**src/rtl/vote_recorder_pkg.sv**
```systemverilog
// rtl/vote_recorder_pkg.sv - shared state encodings, defaults and helpers for the vote recorder
package vote_recorder_pkg;

  typedef enum logic [1:0] {
    ST_IDLE   = 2'd0,
    ST_ARMED  = 2'd1,
    ST_ACK    = 2'd2,
    ST_RESULT = 2'd3
  } rec_state_e;

  localparam logic MODE_VOTE   = 1'b0;
  localparam logic MODE_RESULT = 1'b1;

  localparam int DEFAULT_ACK_CYCLES = 100000000;
  localparam int DEFAULT_CNT_W      = 8;

  // True when exactly one bit of the (zero-extended) vote vector is set.
  function automatic logic is_one_hot(input logic [7:0] v);
    return (v != 8'd0) && ((v & (v - 8'd1)) == 8'd0);
  endfunction

endpackage

```
**src/rtl/vote_recorder_hold_timer.sv**
```systemverilog
// rtl/vote_recorder_hold_timer.sv - loadable down-counter that flags the last held cycle
module vote_recorder_hold_timer #(
  parameter int CYCLES = 4
) (
  input  logic clock,
  input  logic reset,
  input  logic load,
  output logic done
);

  localparam int TW = $clog2(CYCLES + 1);
  localparam logic [TW-1:0] LOAD_VAL = TW'(CYCLES);
  localparam logic [TW-1:0] ONE      = TW'(1);

  logic [TW-1:0] count_q;
  logic [TW-1:0] count_d;

  // Reload on request, otherwise count down and park at zero.
  always_comb begin
    count_d = count_q;
    if (load) begin
      count_d = LOAD_VAL;
    end else if (count_q != '0) begin
      count_d = count_q - ONE;
    end
  end

  // Count register.
  always_ff @(posedge clock) begin
    if (reset) begin
      count_q <= '0;
    end else begin
      count_q <= count_d;
    end
  end

  assign done = (count_q == ONE);

endmodule

```
**src/rtl/vote_recorder.sv**
```systemverilog
// rtl/vote_recorder.sv - one-vote-per-ballot recorder with per-candidate tallies and result view
module vote_recorder
  import vote_recorder_pkg::*;
#(
  parameter int NUM_CAND   = 4,
  parameter int CNT_W      = DEFAULT_CNT_W,
  parameter int ACK_CYCLES = DEFAULT_ACK_CYCLES
) (
  input  logic                clock,
  input  logic                reset,
  input  logic                ballot_arm,
  input  logic [NUM_CAND-1:0] valid_vote,
  input  logic                mode,
  input  logic [2:0]          sel,
  output logic                ready,
  output logic [NUM_CAND-1:0] ack_led,
  output logic                vote_err,
  output logic [CNT_W-1:0]    tally_out,
  output logic                sat
);

  localparam logic [CNT_W-1:0] CNT_MAX = {CNT_W{1'b1}};

  rec_state_e          state_q, state_d;
  logic                ready_q, ready_d;
  logic [NUM_CAND-1:0] ack_led_q, ack_led_d;
  logic                vote_err_q, vote_err_d;
  logic [CNT_W-1:0]    tally_out_q, tally_out_d;
  logic                sat_q, sat_d;
  logic [CNT_W-1:0]    tally_q [NUM_CAND];
  logic [CNT_W-1:0]    tally_d [NUM_CAND];

  logic                timer_load;
  logic                timer_done;
  logic                vote_single;
  logic [CNT_W-1:0]    tally_sel;

  vote_recorder_hold_timer #(
    .CYCLES (ACK_CYCLES)
  ) u_hold_timer (
    .clock (clock),
    .reset (reset),
    .load  (timer_load),
    .done  (timer_done)
  );

  assign vote_single = is_one_hot(8'(valid_vote));

  // Tally shown in result mode; indices beyond the candidate count read as zero.
  always_comb begin
    tally_sel = '0;
    for (int i = 0; i < NUM_CAND; i++) begin
      if (sel == 3'(i)) begin
        tally_sel = tally_q[i];
      end
    end
  end

  // Next-state, tally update and next-output computation.
  always_comb begin
    state_d     = state_q;
    ack_led_d   = ack_led_q;
    vote_err_d  = 1'b0;
    sat_d       = sat_q;
    tally_d     = tally_q;
    timer_load  = 1'b0;

    case (state_q)
      ST_IDLE: begin
        if (mode == MODE_RESULT) begin
          state_d = ST_RESULT;
        end else if (ballot_arm) begin
          state_d = ST_ARMED;
        end
      end
      ST_ARMED: begin
        if (vote_single) begin
          for (int i = 0; i < NUM_CAND; i++) begin
            if (valid_vote[i]) begin
              tally_d[i] = (tally_q[i] == CNT_MAX) ? CNT_MAX : tally_q[i] + 1'b1;
              if (tally_d[i] == CNT_MAX) begin
                sat_d = 1'b1;
              end
            end
          end
          ack_led_d  = valid_vote;
          timer_load = 1'b1;
          state_d    = ST_ACK;
        end else if (valid_vote != '0) begin
          vote_err_d = 1'b1;
        end else if (mode == MODE_RESULT) begin
          state_d = ST_RESULT;
        end
      end
      ST_ACK: begin
        if (timer_done) begin
          ack_led_d = '0;
          state_d   = ST_IDLE;
        end
      end
      ST_RESULT: begin
        if (mode == MODE_VOTE) begin
          state_d = ST_IDLE;
        end
      end
      default: state_d = ST_IDLE;
    endcase

    ready_d     = (state_d == ST_ARMED);
    tally_out_d = (state_d == ST_RESULT) ? tally_sel : '0;
  end

  // State, tallies and registered outputs.
  always_ff @(posedge clock) begin
    if (reset) begin
      state_q     <= ST_IDLE;
      ready_q     <= 1'b0;
      ack_led_q   <= '0;
      vote_err_q  <= 1'b0;
      tally_out_q <= '0;
      sat_q       <= 1'b0;
      for (int i = 0; i < NUM_CAND; i++) begin
        tally_q[i] <= '0;
      end
    end else begin
      state_q     <= state_d;
      ready_q     <= ready_d;
      ack_led_q   <= ack_led_d;
      vote_err_q  <= vote_err_d;
      tally_out_q <= tally_out_d;
      sat_q       <= sat_d;
      for (int i = 0; i < NUM_CAND; i++) begin
        tally_q[i] <= tally_d[i];
      end
    end
  end

  assign ready     = ready_q;
  assign ack_led   = ack_led_q;
  assign vote_err  = vote_err_q;
  assign tally_out = tally_out_q;
  assign sat       = sat_q;

endmodule
```
**config.mk**
```make
export PLATFORM = sky130hd
export DESIGN_NAME = vote_recorder
export DESIGN_NICKNAME = d
export VERILOG_FILES = /design/src/rtl/vote_recorder_pkg.sv /design/src/rtl/vote_recorder_hold_timer.sv /design/src/rtl/vote_recorder.sv
export SDC_FILE = /design/constraint.sdc
export NUM_CORES = 1
export LEC_CHECK = 0
export BUFFER_PORTS_ARGS = -buffer_cell sky130_fd_sc_hd__clkbuf_2
export CORE_ASPECT_RATIO = 1.4
export CORE_MARGIN = 5
export CORE_UTILIZATION = 60
export DETAILED_ROUTE_END_ITERATION = 10
export HOLD_SLACK_MARGIN = 0.12
export PLACE_DENSITY = 0.79
export SYNTH_ARGS = -nofsm -noshare
export SYNTH_HDL_FRONTEND = slang
export SYNTH_SLANG_ARGS = --single-unit
```
**constraint.sdc**
```tcl
create_clock -name clock -period 2.7 [get_ports clock]
set_input_delay 0.27 -clock clock [delete_from_list [all_inputs] [get_ports clock]]
set_output_delay 0.27 -clock clock [all_outputs]
set_load 0.02 [all_outputs]
```
==> reports/qor.yml <==
status: "finished, final reports clean"
cts_tree: "built"
drc_errors: 0
routabilityCongestion: 0.8780
path_class: "reg -> reg"
nets: 490
switching_share_pct: 37.91
clockPowerShare_pct: 24.1
antenna_found_initial: 0
drtIter0Drc: 227
maxSlewViolCount: 0
p_sw_mw: 1.521
hold_violations: 0
hold_path.class: "in -> reg"
clk_pin_slew_ns: 0.08
netlist_instances: 447
cts_sinks: 76
clock_path_buffers: 2
dieArea_um2: 8195
tightest_slew_ns: 1.137
dr_wl_met3_um: 434
cts_buffers: 9
required_ns: 3.01
slew_headroom_pct: 24.00
async_flop_share_pct: 0
num_io_pins: 26
crit_fanout: 7
route.vias.total: 3595
root_buffer: "clkbuf_8"
syn_avg_cell_area_um2: 8.677
hold_slack_ns: 0.3024
place_ws_ns: 0.1772
fillers: 526
rsz0062_at_grt: "no"
dr.pass1.iters: 5
seq_power_share_pct: 37.4
cts_hold_buf: 0
areaGrowthSynthToFinish_pct: 11.10
ys_types: 50
overflow: 0
p_comb_share_pct: 38.5
leakagePower_nw: 1.529
wl_met1_um: 3695
max_cap_violations: 0
numPortBuffers: 25
vias_per_cell: 6.548
cts_resized: 0
grt_usage_pct: 23.26
skew_ns: 0.008708
synthFlopType: "dfxtp_1"
dr.max_layer_used: "met4"
fin_crit_ns: 2.545
initial_utilization_pct: 62.02
start_kind: "flip-flop"
drive_above_1_share_pct: 16.98
diodes: 0
wire_per_inst_um: 17.17
grt_pass1_vias: 3339
finalCritPeriodShare_pct: 94.24
die_w_um: 77.95
grt_max_degree: 35
dr_wl_met2_um: 5027
ant_nets: 0
yosysWarnings: 0
setup_viol: 0
worstPathArrival_ns: 2.85
fin_ws_ns: 0.1554
drt-total-wl_um: 9429
post-cts-setup-buffers: 0
synth_nets: 465
die_h_um: 105.1
htreeDepth: 3
rows: 34
coreArea_um2: 6254
fmax_ghz: 0.3930
synth-seq-cells: 76
grt_pass1_wl_um: 15420
clk_latency_ns: 0.36
cellPowerDensity_nw_per_um2: 931.2
ys_seq_area_share_pct: 39.23
place_hpwl_um: 6835
total_power_mw: 4.013
cp-end-kind: "flip-flop"
irDropWorstVdd_uv: 376.2
p_int_mw: 2.491
tns_ns: 0
synth_edf_count: 0
synthesis.area_um2: 3879
[power groups by stage]
stage / Clock (mW) / Sequential [mW] / Combinational (mW)
6_report: 0.968 / 1.50 / 1.55
3_5_place_dp: 0 / 1.52 / 1.53
4_1_cts: 0.986 / 1.49 / 1.55
2_1_floorplan: 0 / 1.42 / 1.05
3_3_place_gp: 0 / 1.51 / 1.48
5_1_grt: 1.04 / 1.52 / 1.71
[routing by layer]
layer | GRT usage (%) | vias to the layer above
li1 | - | 1759
met1 | 26.16 | 1717
met2 | 40.86 | 98
met3 | 5.594 | 21
met4 | 10.51 | 0
met5 | 0 | -
[area by class of cell]
type,instances,area [um^2],area share [%]
clock buffer,9,123.9,2.875
clock inverter,7,98.84,2.294
inverter,9,33.78,0.7840
multi-input combinational,341,2241,52.00
sequential,76,1521,35.31
tap,72,90.09,2.091
timing repair buffer,35,200.2,4.646
[state kept, by name, summed over array words and instances, names as in the netlist]
register and flops:
sat 1, vote_err 1, ready 1, u_hold_timer.count_q 27, tally_q 32, tally_out 8, ack_led 4, state_q 2
[worst max-delay path: stages, from the launching register on]
cell and delay, ns:
dfxtp_1 0.35, or4_1 0.59, or4_1 0.63, or4_4 0.46, or4_1 0.40, nand2_1 0.07
[metrics by stage]
stage	cells	area, um^2	utilization [%]
final	549	4309	68.91
after global routing	549	4309	68.91
after global placement	533	4086	65.35
after CTS	549	4309	68.91
after detailed placement	533	4086	65.35
after floorplan	447	3879	-
[Yosys cell counts (all sizes together), types with 2 or more instances]
cell type  number  area share [%]
or4            16             3.3
or4b            5             1.3
nor2           52             5.0
o21ai          18             2.3
buf             5            0.58
dfxtp          76              39
nand3          17             2.2
ha              7             2.3
nor3           16             2.1
xor2            2            0.45
a311oi          8             1.8
nand4           9             1.5
inv             9            0.87
o211ai          4            0.77
o211a           3            0.77
or2            11             1.8
nand2          24             2.3
and3            5            0.81
and4            3            0.68
a211oi         14             2.7
mux4            8             4.6
or3            21             3.4
o21a            3            0.58
clkbuf         16             1.5
a21oi          25             3.2
a31oi          12             1.9
nand3b          2            0.39
and2            3            0.48
a22o            4            0.90
xnor2           5             1.1
nand2b          5            0.81
mux2i           3            0.77
nor4            7             1.1
a41oi           2            0.45
o31ai          15             3.2
o22ai           2            0.32
[layout by cell type (no fill, tap or decap), types with 3 or more instances in the layout]
cell      count
dfxtp_1      76
nor2_1       52
a21oi_1      25
clkbuf_2     25
nand2_1      24
or3_1        21
nand3_1      17
o21ai_0      17
nor3_1       16
a211oi_1     14
or4_1        14
o31ai_1      13
a31oi_1      12
or2_2        11
buf_4        10
inv_1         9
nand4_1       9
clkbuf_8      9
a311oi_1      8
mux4_2        8
nor4_1        7
ha_1          7
and3_1        5
nand2b_1      5
or4b_2        5
xnor2_1       5
o211ai_1      4
a22o_1        4
and4_1        3
o21a_1        3
and2_1        3
o211a_1       3
mux2i_1       3
[worst paths after layout]
path                                                            start                                    end  slack, ns  depth (start not counted)
worst max-delay path            u_hold_timer.count_q[10]$_SDFFE_PP0P_  u_hold_timer.count_q[25]$_SDFFE_PP0P_       0.16                          5
worst min-delay path                                             mode                  state_q[0]$_SDFF_PP0_       0.30                          3
worst max register to register  u_hold_timer.count_q[10]$_SDFFE_PP0P_  u_hold_timer.count_q[25]$_SDFFE_PP0P_       0.16                          5
worst min register to register  u_hold_timer.count_q[17]$_SDFFE_PP0P_  u_hold_timer.count_q[17]$_SDFFE_PP0P_       0.47                          2
[kinds of logic (layout without fill, tap and decap cells)]
kind of cell | Yosys count | in the layout | synth area share, %
fa+ha+maj | 8 | 8 | 2.516
compound gates | 115 | 115 | 20.13
xor+xnor | 7 | 7 | 1.581
mux | 11 | 11 | 5.419
simple gates | 200 | 200 | 28.13
flops | 76 | 76 | 39.23
buf+inv | 30 | 60 | 3.000
(Power assumes the default switching activity.)
